**config.mk**
```make
export PLATFORM = sky130hd
export DESIGN_NAME = vram_fill
export DESIGN_NICKNAME = d
export VERILOG_FILES = /design/src/rtl/vram_fill.sv
export SDC_FILE = /design/constraint.sdc
export NUM_CORES = 1
export LEC_CHECK = 0
export ABC_AREA = 1
export BUFFER_PORTS_ARGS = -buffer_cell sky130_fd_sc_hd__buf_2
export CORE_MARGIN = 2
export CORE_UTILIZATION = 40
export CTS_BUF_LIST = sky130_fd_sc_hd__clkbuf_2
export CTS_CLUSTER_DIAMETER = 200
export DETAILED_ROUTE_END_ITERATION = 7
export GPL_TIMING_DRIVEN = 1
export PLACE_DENSITY_LB_ADDON = 0.2
export RECOVER_POWER = 25
export SYNTH_ARGS = -nofsm -noshare
export SYNTH_HDL_FRONTEND = slang
export SYNTH_SLANG_ARGS = --single-unit
```
**constraint.sdc**
```tcl
create_clock -name clk -period 3.86 [get_ports clk]
set_clock_uncertainty 0.2 [all_clocks]
set_input_delay 0.772 -clock clk [delete_from_list [all_inputs] [get_ports clk]]
set_output_delay 0.772 -clock clk [all_outputs]
set_load 0.1 [all_outputs]
```
**src/rtl/vram_fill.sv**
```systemverilog
// Rectangle-fill engine: one command per rectangle in, one byte-masked VRAM word write per cycle out.
// Optional clipping to the visible WIDTH x HEIGHT area when VRAM_FILL_CLIP_EN is defined.
module vram_fill #(
  parameter int unsigned WIDTH          = 160,
  parameter int unsigned HEIGHT         = 120,
  parameter int unsigned WORDS_PER_LINE = 80
) (
  input  logic        clk,
  input  logic        resetn,
  input  logic        cmd_valid,
  output logic        cmd_ready,
  input  logic [7:0]  cmd_x0,
  input  logic [7:0]  cmd_x1,
  input  logic [6:0]  cmd_y0,
  input  logic [6:0]  cmd_y1,
  input  logic [5:0]  cmd_color,
  output logic        vram_we,
  output logic [13:0] vram_waddr,
  output logic [15:0] vram_wdata,
  output logic [1:0]  vram_wmask,
  output logic        done
);

  if (WORDS_PER_LINE * 2 != WIDTH || HEIGHT > 128) begin : g_bad_cfg
    $error("vram_fill: inconsistent geometry parameters");
  end

  typedef enum logic [1:0] {StIdle, StFill, StDone} state_e;

  state_e      state_q, state_d;
  logic [7:0]  x0_q, x0_d, x1_q, x1_d;
  logic [6:0]  y1_q, y1_d, row_q, row_d, word_q, word_d;
  logic [13:0] line_base_q, line_base_d;

  logic        ready_q, ready_d;
  logic        we_q, we_d;
  logic [13:0] addr_q, addr_d;
  logic [15:0] data_q, data_d;
  logic [1:0]  mask_q, mask_d;
  logic        done_q, done_d;

  logic [7:0]  acc_x1;
  logic [6:0]  acc_y1;
  logic        acc_empty;
  logic [13:0] acc_base;

  // Byte enables for a word: trim the even pixel left of x0 and the odd pixel right of x1.
  function automatic logic [1:0] edge_mask(logic [6:0] word, logic [7:0] x0, logic [7:0] x1);
    logic [1:0] m;
    m = 2'b11;
    if (word == x0[7:1] && x0[0]) m[1] = 1'b0;
    if (word == x1[7:1] && !x1[0]) m[0] = 1'b0;
    return m;
  endfunction

  always_comb begin
    acc_x1    = cmd_x1;
    acc_y1    = cmd_y1;
    acc_empty = 1'b0;
`ifdef VRAM_FILL_CLIP_EN
    if (cmd_x1 > 8'(WIDTH - 1))  acc_x1 = 8'(WIDTH - 1);
    if (cmd_y1 > 7'(HEIGHT - 1)) acc_y1 = 7'(HEIGHT - 1);
    if (cmd_x0 >= 8'(WIDTH) || cmd_y0 >= 7'(HEIGHT)) acc_empty = 1'b1;
`endif
    if (cmd_x0 > acc_x1 || cmd_y0 > acc_y1) acc_empty = 1'b1;
    // y0 * 80 as y0*64 + y0*16
    acc_base = {1'b0, cmd_y0, 6'b0} + {3'b0, cmd_y0, 4'b0};
  end

  // Output registers hold the write being presented; position registers track that write.
  always_comb begin
    state_d     = state_q;
    x0_d        = x0_q;
    x1_d        = x1_q;
    y1_d        = y1_q;
    row_d       = row_q;
    word_d      = word_q;
    line_base_d = line_base_q;
    we_d        = 1'b0;
    addr_d      = addr_q;
    data_d      = data_q;
    mask_d      = mask_q;
    done_d      = 1'b0;

    unique case (state_q)
      StIdle: begin
        if (cmd_valid) begin
          x0_d   = cmd_x0;
          x1_d   = acc_x1;
          y1_d   = acc_y1;
          data_d = {2'b00, cmd_color, 2'b00, cmd_color};
          if (acc_empty) begin
            state_d = StDone;
            done_d  = 1'b1;
          end else begin
            state_d     = StFill;
            word_d      = cmd_x0[7:1];
            row_d       = cmd_y0;
            line_base_d = acc_base;
            we_d        = 1'b1;
            addr_d      = acc_base + 14'(cmd_x0[7:1]);
            mask_d      = edge_mask(cmd_x0[7:1], cmd_x0, acc_x1);
          end
        end
      end
      StFill: begin
        if (word_q == x1_q[7:1] && row_q == y1_q) begin
          state_d = StDone;
          done_d  = 1'b1;
        end else begin
          if (word_q == x1_q[7:1]) begin
            word_d      = x0_q[7:1];
            row_d       = row_q + 7'd1;
            line_base_d = line_base_q + 14'(WORDS_PER_LINE);
          end else begin
            word_d = word_q + 7'd1;
          end
          we_d   = 1'b1;
          addr_d = line_base_d + 14'(word_d);
          mask_d = edge_mask(word_d, x0_q, x1_q);
        end
      end
      StDone:  state_d = StIdle;
      default: state_d = StIdle;
    endcase

    ready_d = (state_d == StIdle);
  end

  always_ff @(posedge clk) begin
    if (!resetn) begin
      state_q     <= StIdle;
      x0_q        <= '0;
      x1_q        <= '0;
      y1_q        <= '0;
      row_q       <= '0;
      word_q      <= '0;
      line_base_q <= '0;
      ready_q     <= 1'b1;
      we_q        <= 1'b0;
      addr_q      <= '0;
      data_q      <= '0;
      mask_q      <= '0;
      done_q      <= 1'b0;
    end else begin
      state_q     <= state_d;
      x0_q        <= x0_d;
      x1_q        <= x1_d;
      y1_q        <= y1_d;
      row_q       <= row_d;
      word_q      <= word_d;
      line_base_q <= line_base_d;
      ready_q     <= ready_d;
      we_q        <= we_d;
      addr_q      <= addr_d;
      data_q      <= data_d;
      mask_q      <= mask_d;
      done_q      <= done_d;
    end
  end

  assign cmd_ready  = ready_q;
  assign vram_we    = we_q;
  assign vram_waddr = addr_q;
  assign vram_wdata = data_q;
  assign vram_wmask = mask_q;
  assign done       = done_q;

endmodule

```
* Word-level counts from Yosys, hierarchy flattened
Index checks and enable logic that the tools add are counted.
** Cells by class
- Add/sub/neg operators :: 6
- $lt $le $gt $ge :: 2
- Eq/ne operators :: 10
- Muxes and demuxes :: 44
- Reduce and logical (&&, ||, !) cells :: 13
** Operator list (count)
- $mux 14 :: 9
- $mux 7 :: 10
- $pmux 14 s2 :: 2
- $eq 7x7->1 :: 5
- $add 14x7->14 :: 2
- $pmux 7 s2 :: 2
- $add 13x11->14 :: 1
- $add 14x7->14 const B :: 1
- $add 7x1->7 const B :: 2
- $mux 2 :: 6
- $mux 1 :: 11
- $gt 8x8->1 :: 1
- $ne 2x2->1 const B :: 4
- $pmux 2 s2 :: 2
- $gt 7x7->1 :: 1
- $reduce_and 5->1 :: 1
- $logic_and 1x1->1 :: 4
- $logic_not 2->1 :: 2
- $pmux 1 s2 :: 2
- $reduce_and 4->1 :: 1
- $eq 2x1->1 const B :: 1
- $logic_not 1->1 :: 2
- $reduce_and 2->1 :: 1
- $reduce_bool 2->1 :: 1
- $logic_or 1x1->1 :: 1
** Storage, ports and cells
- Register bits :: 84
- Input bits :: 39
- Output and inout bits :: 35

* Longest topological paths before layout
- Word-level depth :: 9
- Gate-level depth with buffers :: 21

* Worst setup path before layout
Ideal clock, no wire load.
- Path kind :: register to register
- Start point :: register word_q[0]
- End point :: register addr_q[11] (netlist: vram_waddr[11])
- Arrival time :: 2461 ps
- Path slack :: 1080 ps
- Stages on the path, launching flop included :: 19
- Path buffers :: 1
- Clock period less this slack :: 2780 ps
- Path through :: dfxtp_1 -> inv_2 -> nand2_1 -> nand2_1 -> inv_2 -> nand2_1 -> nor2_2 -> nand2_2 -> buf_6 -> or2_1 -> xor2_1 -> inv_1 -> ha_1 -> a21oi_1 -> nand2_4 -> nand4_1 -> nand2_1 -> nor2_1 -> nor2_1
** Between the ends
- Word-level cells in the longest chain between the ends :: 7
- Elaborated cells between the ends (all ways) :: 14
- Classes of those cells :: 2 x add/sub; 2 x eq/ne; 8 x mux; 2 x reduce/logical
** Ends and longest elaborated chain
- start, declared :: RTL line 32 : logic [6:0] y1_q, y1_d, row_q, row_d, word_q, word_d;
- start signal, assigned :: RTL line 151 : word_q <= word_d;
- $add 7x1->7 / $eq 7x7->1 (equally long branches) :: RTL line 116, 107, 111
- $mux 7 / $mux 14 (equally long branches) :: RTL line 111 : if (word_q == x1_q[7:1]) begin
- $mux 7 / $mux 14 (equally long branches) :: RTL line 107 : if (word_q == x1_q[7:1] && row_q == y1_q) begin
- $mux 7 / $mux 14 (equally long branches) :: RTL line 85 : unique case (state_q)
- $add 14x7->14 :: RTL line 119 : addr_d = line_base_d + 14'(word_d);
- $mux 14 :: RTL line 107
- $pmux 14 s2 :: RTL line 85
- end signal, assigned :: RTL line 155 : addr_q <= addr_d;
- end, declared :: RTL line 37 : logic [13:0] addr_q, addr_d;
Several ways; a longest one is shown, not always the timed one. The select of a mux whose other input is x is not followed.
A chain may end at the register's enable or synchronous reset.

* Final worst setup path
- Start point :: register word_q[0]
- End point :: register addr_q[13] (netlist: vram_waddr[13])
The elaborated chain is that of the path after synthesis.

==> metrics.yaml <==
global_routing:
  antenna_found_initial: 1
  grt_pass1_vias: 4838
  grt_pass1_wl_microns: 24290
  grt_max_degree: 41
  track_usage: 0.2131
  overflow: 0
run:
  maxCapViolations: 0
critical_path:
  arrival_ps: 3670
  worst-setup-path-type: "flip-flop to flip-flop"
  worstReg2RegStart: "word_q[0]$_SDFFE_PN0P_"
  crit_fanout: 18
  startpoint_type: "flip-flop"
  ff2ff_setup_slack_ps: 510
  r2r_cells: 17
  cp-end-kind: "flip-flop"
  r2r-end: "vram_waddr[13]$_SDFFE_PN0P_"
  critPathRequiredTime_ps: 4180
yosys:
  synth_area_leaders: "dfxtp_1 (27%), nand2_1 (14%), o21ai_0 (8.1%)"
  synth_top_flop_cell: "dfxtp_1"
  synthTopCellsByCount: "nand2_1 (199), inv_1 (95), o21ai_0 (86)"
  synth_seq_cells: 73
  async_reset_ff_frac: 0
  synth_area_per_cell_sq_um: 6.408
  synthCells: 834
  ys_warn_count: 0
  yosysSeqAreaShare: 0.2735
  ys_types: 43
  synth_top_cell_area_share: 0.2735
  syn_area_sq_um: 5344
  yosysMostFrequentCell: "nand2_1"
  yosys.area.top_type: "dfxtp_1"
  synth_enable_flop_cells: 0
routing:
  drt-initial-drc-count: 375
  via_per_inst: 4.968
  post_drt_wl_per_cell_microns: 14.03
  drt.antenna.violating_nets: 0
  vias: 5301
  wirelength_microns: 14970
  drtPass1Iterations: 5
  drcViolationCount: 0
hold_path:
  hold_path_class: "input pin to flip-flop"
  min_delay_path_depth: 3
  worst_hold_startpoint: "cmd_color[0]"
  holdPathEnd: "vram_wdata[8]$_SDFFE_PN0P_"
placed_design:
  hpwl_microns: 11210
  portBuffers: 69
  gp_congestion: 0.9099
floorplanning:
  std_cell_rows: 42
  coreArea_sq_um: 13140
  die_h_microns: 119.6
  die_w_microns: 119.6
  ios: 74
  die_area_sq_um: 14300
  initial_utilization: 0.4068
sta:
  post-route-period-util: 0.8673
  fin_setup_tns_ps: 0
  period_needed_ps: 3348
  max_freq_mhz: 298.7
  tightest_slew_ps: 1477
  drv_slew: 0
  max_slew_margin: 0.01518
  setup_viol: 0
  rsz0062_at_grt: "no"
  finalHoldViolCount: 0
status:
  status: "complete, no violations"
final_layout:
  fillCellCount: 1463
  layout.nets: 956
  area.sequential_sq_um: 1461
  fin_util: 0.4455
  drive_gt1_frac: 0.1517
  syn_to_final_growth_pct: 9.529
  multi_input_area_sq_um: 3278
power_and_ir_drop:
  p_leak_nw: 2.876
  vdd_drop_max_mv: 0.2654
  power_density_nw_per_um2: 470.8
clock_tree:
  cts_setup_buffers: 0
  cts.repair.resized: 0
  clock_latency_ps: 610
  clock_path_buffers: 2
  tritoncts: "built"
  clk_pin_slew_ps: 240
  ctsHoldBuffers: 0
  numClockSinks: 73
  cts-root-buf: "clkbuf_2"
  htreeDepth: 3
  cts-buffers-inserted: 9
==> worst max-delay path, stage by stage, from the launching register on <==
cell	delay (ps)
dfxtp_1	570
inv_2	40
nand2_1	60
nand2_1	70
inv_2	50
nand2_1	50
nor2_2	170
nand2_2	280
or2_1	320
xor2_1	220
inv_1	80
ha_1	390
a21oi_1	310
nand2_4	120
nand4_1	110
nand3_1	100
nand2_1	70
inv_1	30
==> metrics by stage <==
step           total power [mW]  std cells  setup slack, ps  area (sq um)  hold slack [ps]
2_1_floorplan             2.060        838             1080          5359            244.3
3_3_place_gp              2.332       1050            609.5          5759            260.5
3_5_place_dp              2.331       1050            587.8          5759            258.2
4_1_cts                   2.760       1066            522.9          5858            143.7
5_1_grt                   2.951       1067            198.6          5853            142.7
6_report                  2.756       1067            512.3          5853            189.9
==> how the worst max path moves through the flow <==
stage	start	end	slack, ps	cells after the start
after floorplan	word_q[0]$_SDFFE_PN0P_	vram_waddr[11]$_SDFFE_PN0P_	1080	18
after global placement	word_q[0]$_SDFFE_PN0P_	vram_waddr[13]$_SDFFE_PN0P_	610	17
after detailed placement	word_q[0]$_SDFFE_PN0P_	vram_waddr[13]$_SDFFE_PN0P_	590	17
after CTS	word_q[0]$_SDFFE_PN0P_	vram_waddr[13]$_SDFFE_PN0P_	520	17
after global routing	word_q[0]$_SDFFE_PN0P_	vram_waddr[13]$_SDFFE_PN0P_	200	17
final	word_q[0]$_SDFFE_PN0P_	vram_waddr[13]$_SDFFE_PN0P_	510	17
==> area by class of cell <==
class,instances,area share
repair buffers,77,0.06798
inverters,105,0.06734
well taps,176,0.03762
clock inverters,7,0.009192
diodes,1,0.0004275
flip-flops and latches,73,0.2497
multi-input cells,619,0.5601
clock buffers,9,0.007696
==> sequential cells by signal, indices dropped and copies added (netlist names), 6 cells and up <==
name and cells:
line_base_q 10, x0_q 8, x1_q 8, vram_waddr 13
y1_q 7, row_q 7, vram_wdata 6, word_q 7
==> cell families (layout without fill, tap and decap cells) <==
family	after synthesis	count (layout)	synth area share
xor+xnor	25	25	0.04097
flops	73	73	0.2735
simple gates	371	371	0.3039
compound gates	186	186	0.1868
fa+ha+maj	32	32	0.07773
buf+inv	146	198	0.1164
other cells	1	6	0.0007017
==> power breakdown <==
part,switching [mW],total (mW),internal [mW],leakage (nW)
sequential,0.0925,0.950,0.858,0.603
combinational,1.03,1.38,0.351,2.22
clock,0.335,0.425,0.0903,0.0570
total,1.46,2.76,1.30,2.88
==> routing by layer <==
layer	vias up	global-route usage	wire length (microns)
met5	-	0	0
li1	2790	-	-
met1	2364	0.2973	7403
met4	0	0.06250	183
met2	132	0.3300	6655
met3	15	0.04658	730
==> cell usage in the layout, fill, tap and decap left out, types with 3 or more instances in the layout <==
| master | netlist | final |
|---|---|---|
| nand2_1 | 199 | 199 |
| inv_1 | 95 | 95 |
| o21ai_0 | 86 | 86 |
| nor2_1 | 75 | 74 |
| dfxtp_1 | 73 | 73 |
| a21oi_1 | 69 | 69 |
| buf_2 | 5 | 69 |
| nand3_1 | 43 | 43 |
| ha_1 | 30 | 30 |
| xor2_1 | 18 | 18 |
| nand2_2 | 14 | 14 |
| nand4_1 | 11 | 11 |
| inv_2 | 9 | 9 |
| nor3_1 | 9 | 9 |
| clkbuf_2 | 0 | 9 |
| nor2_2 | 6 | 7 |
| xnor2_1 | 7 | 7 |
| a31oi_1 | 6 | 6 |
| buf_4 | 11 | 6 |
| nand2_4 | 5 | 5 |
| o211ai_1 | 5 | 5 |
| conb_1 | 1 | 5 |
| o21bai_1 | 4 | 4 |
| o21ai_2 | 4 | 4 |
| a211oi_1 | 4 | 4 |
| o21ai_1 | 3 | 3 |
| inv_6 | 0 | 3 |
Power figures use the tool's default switching activity.
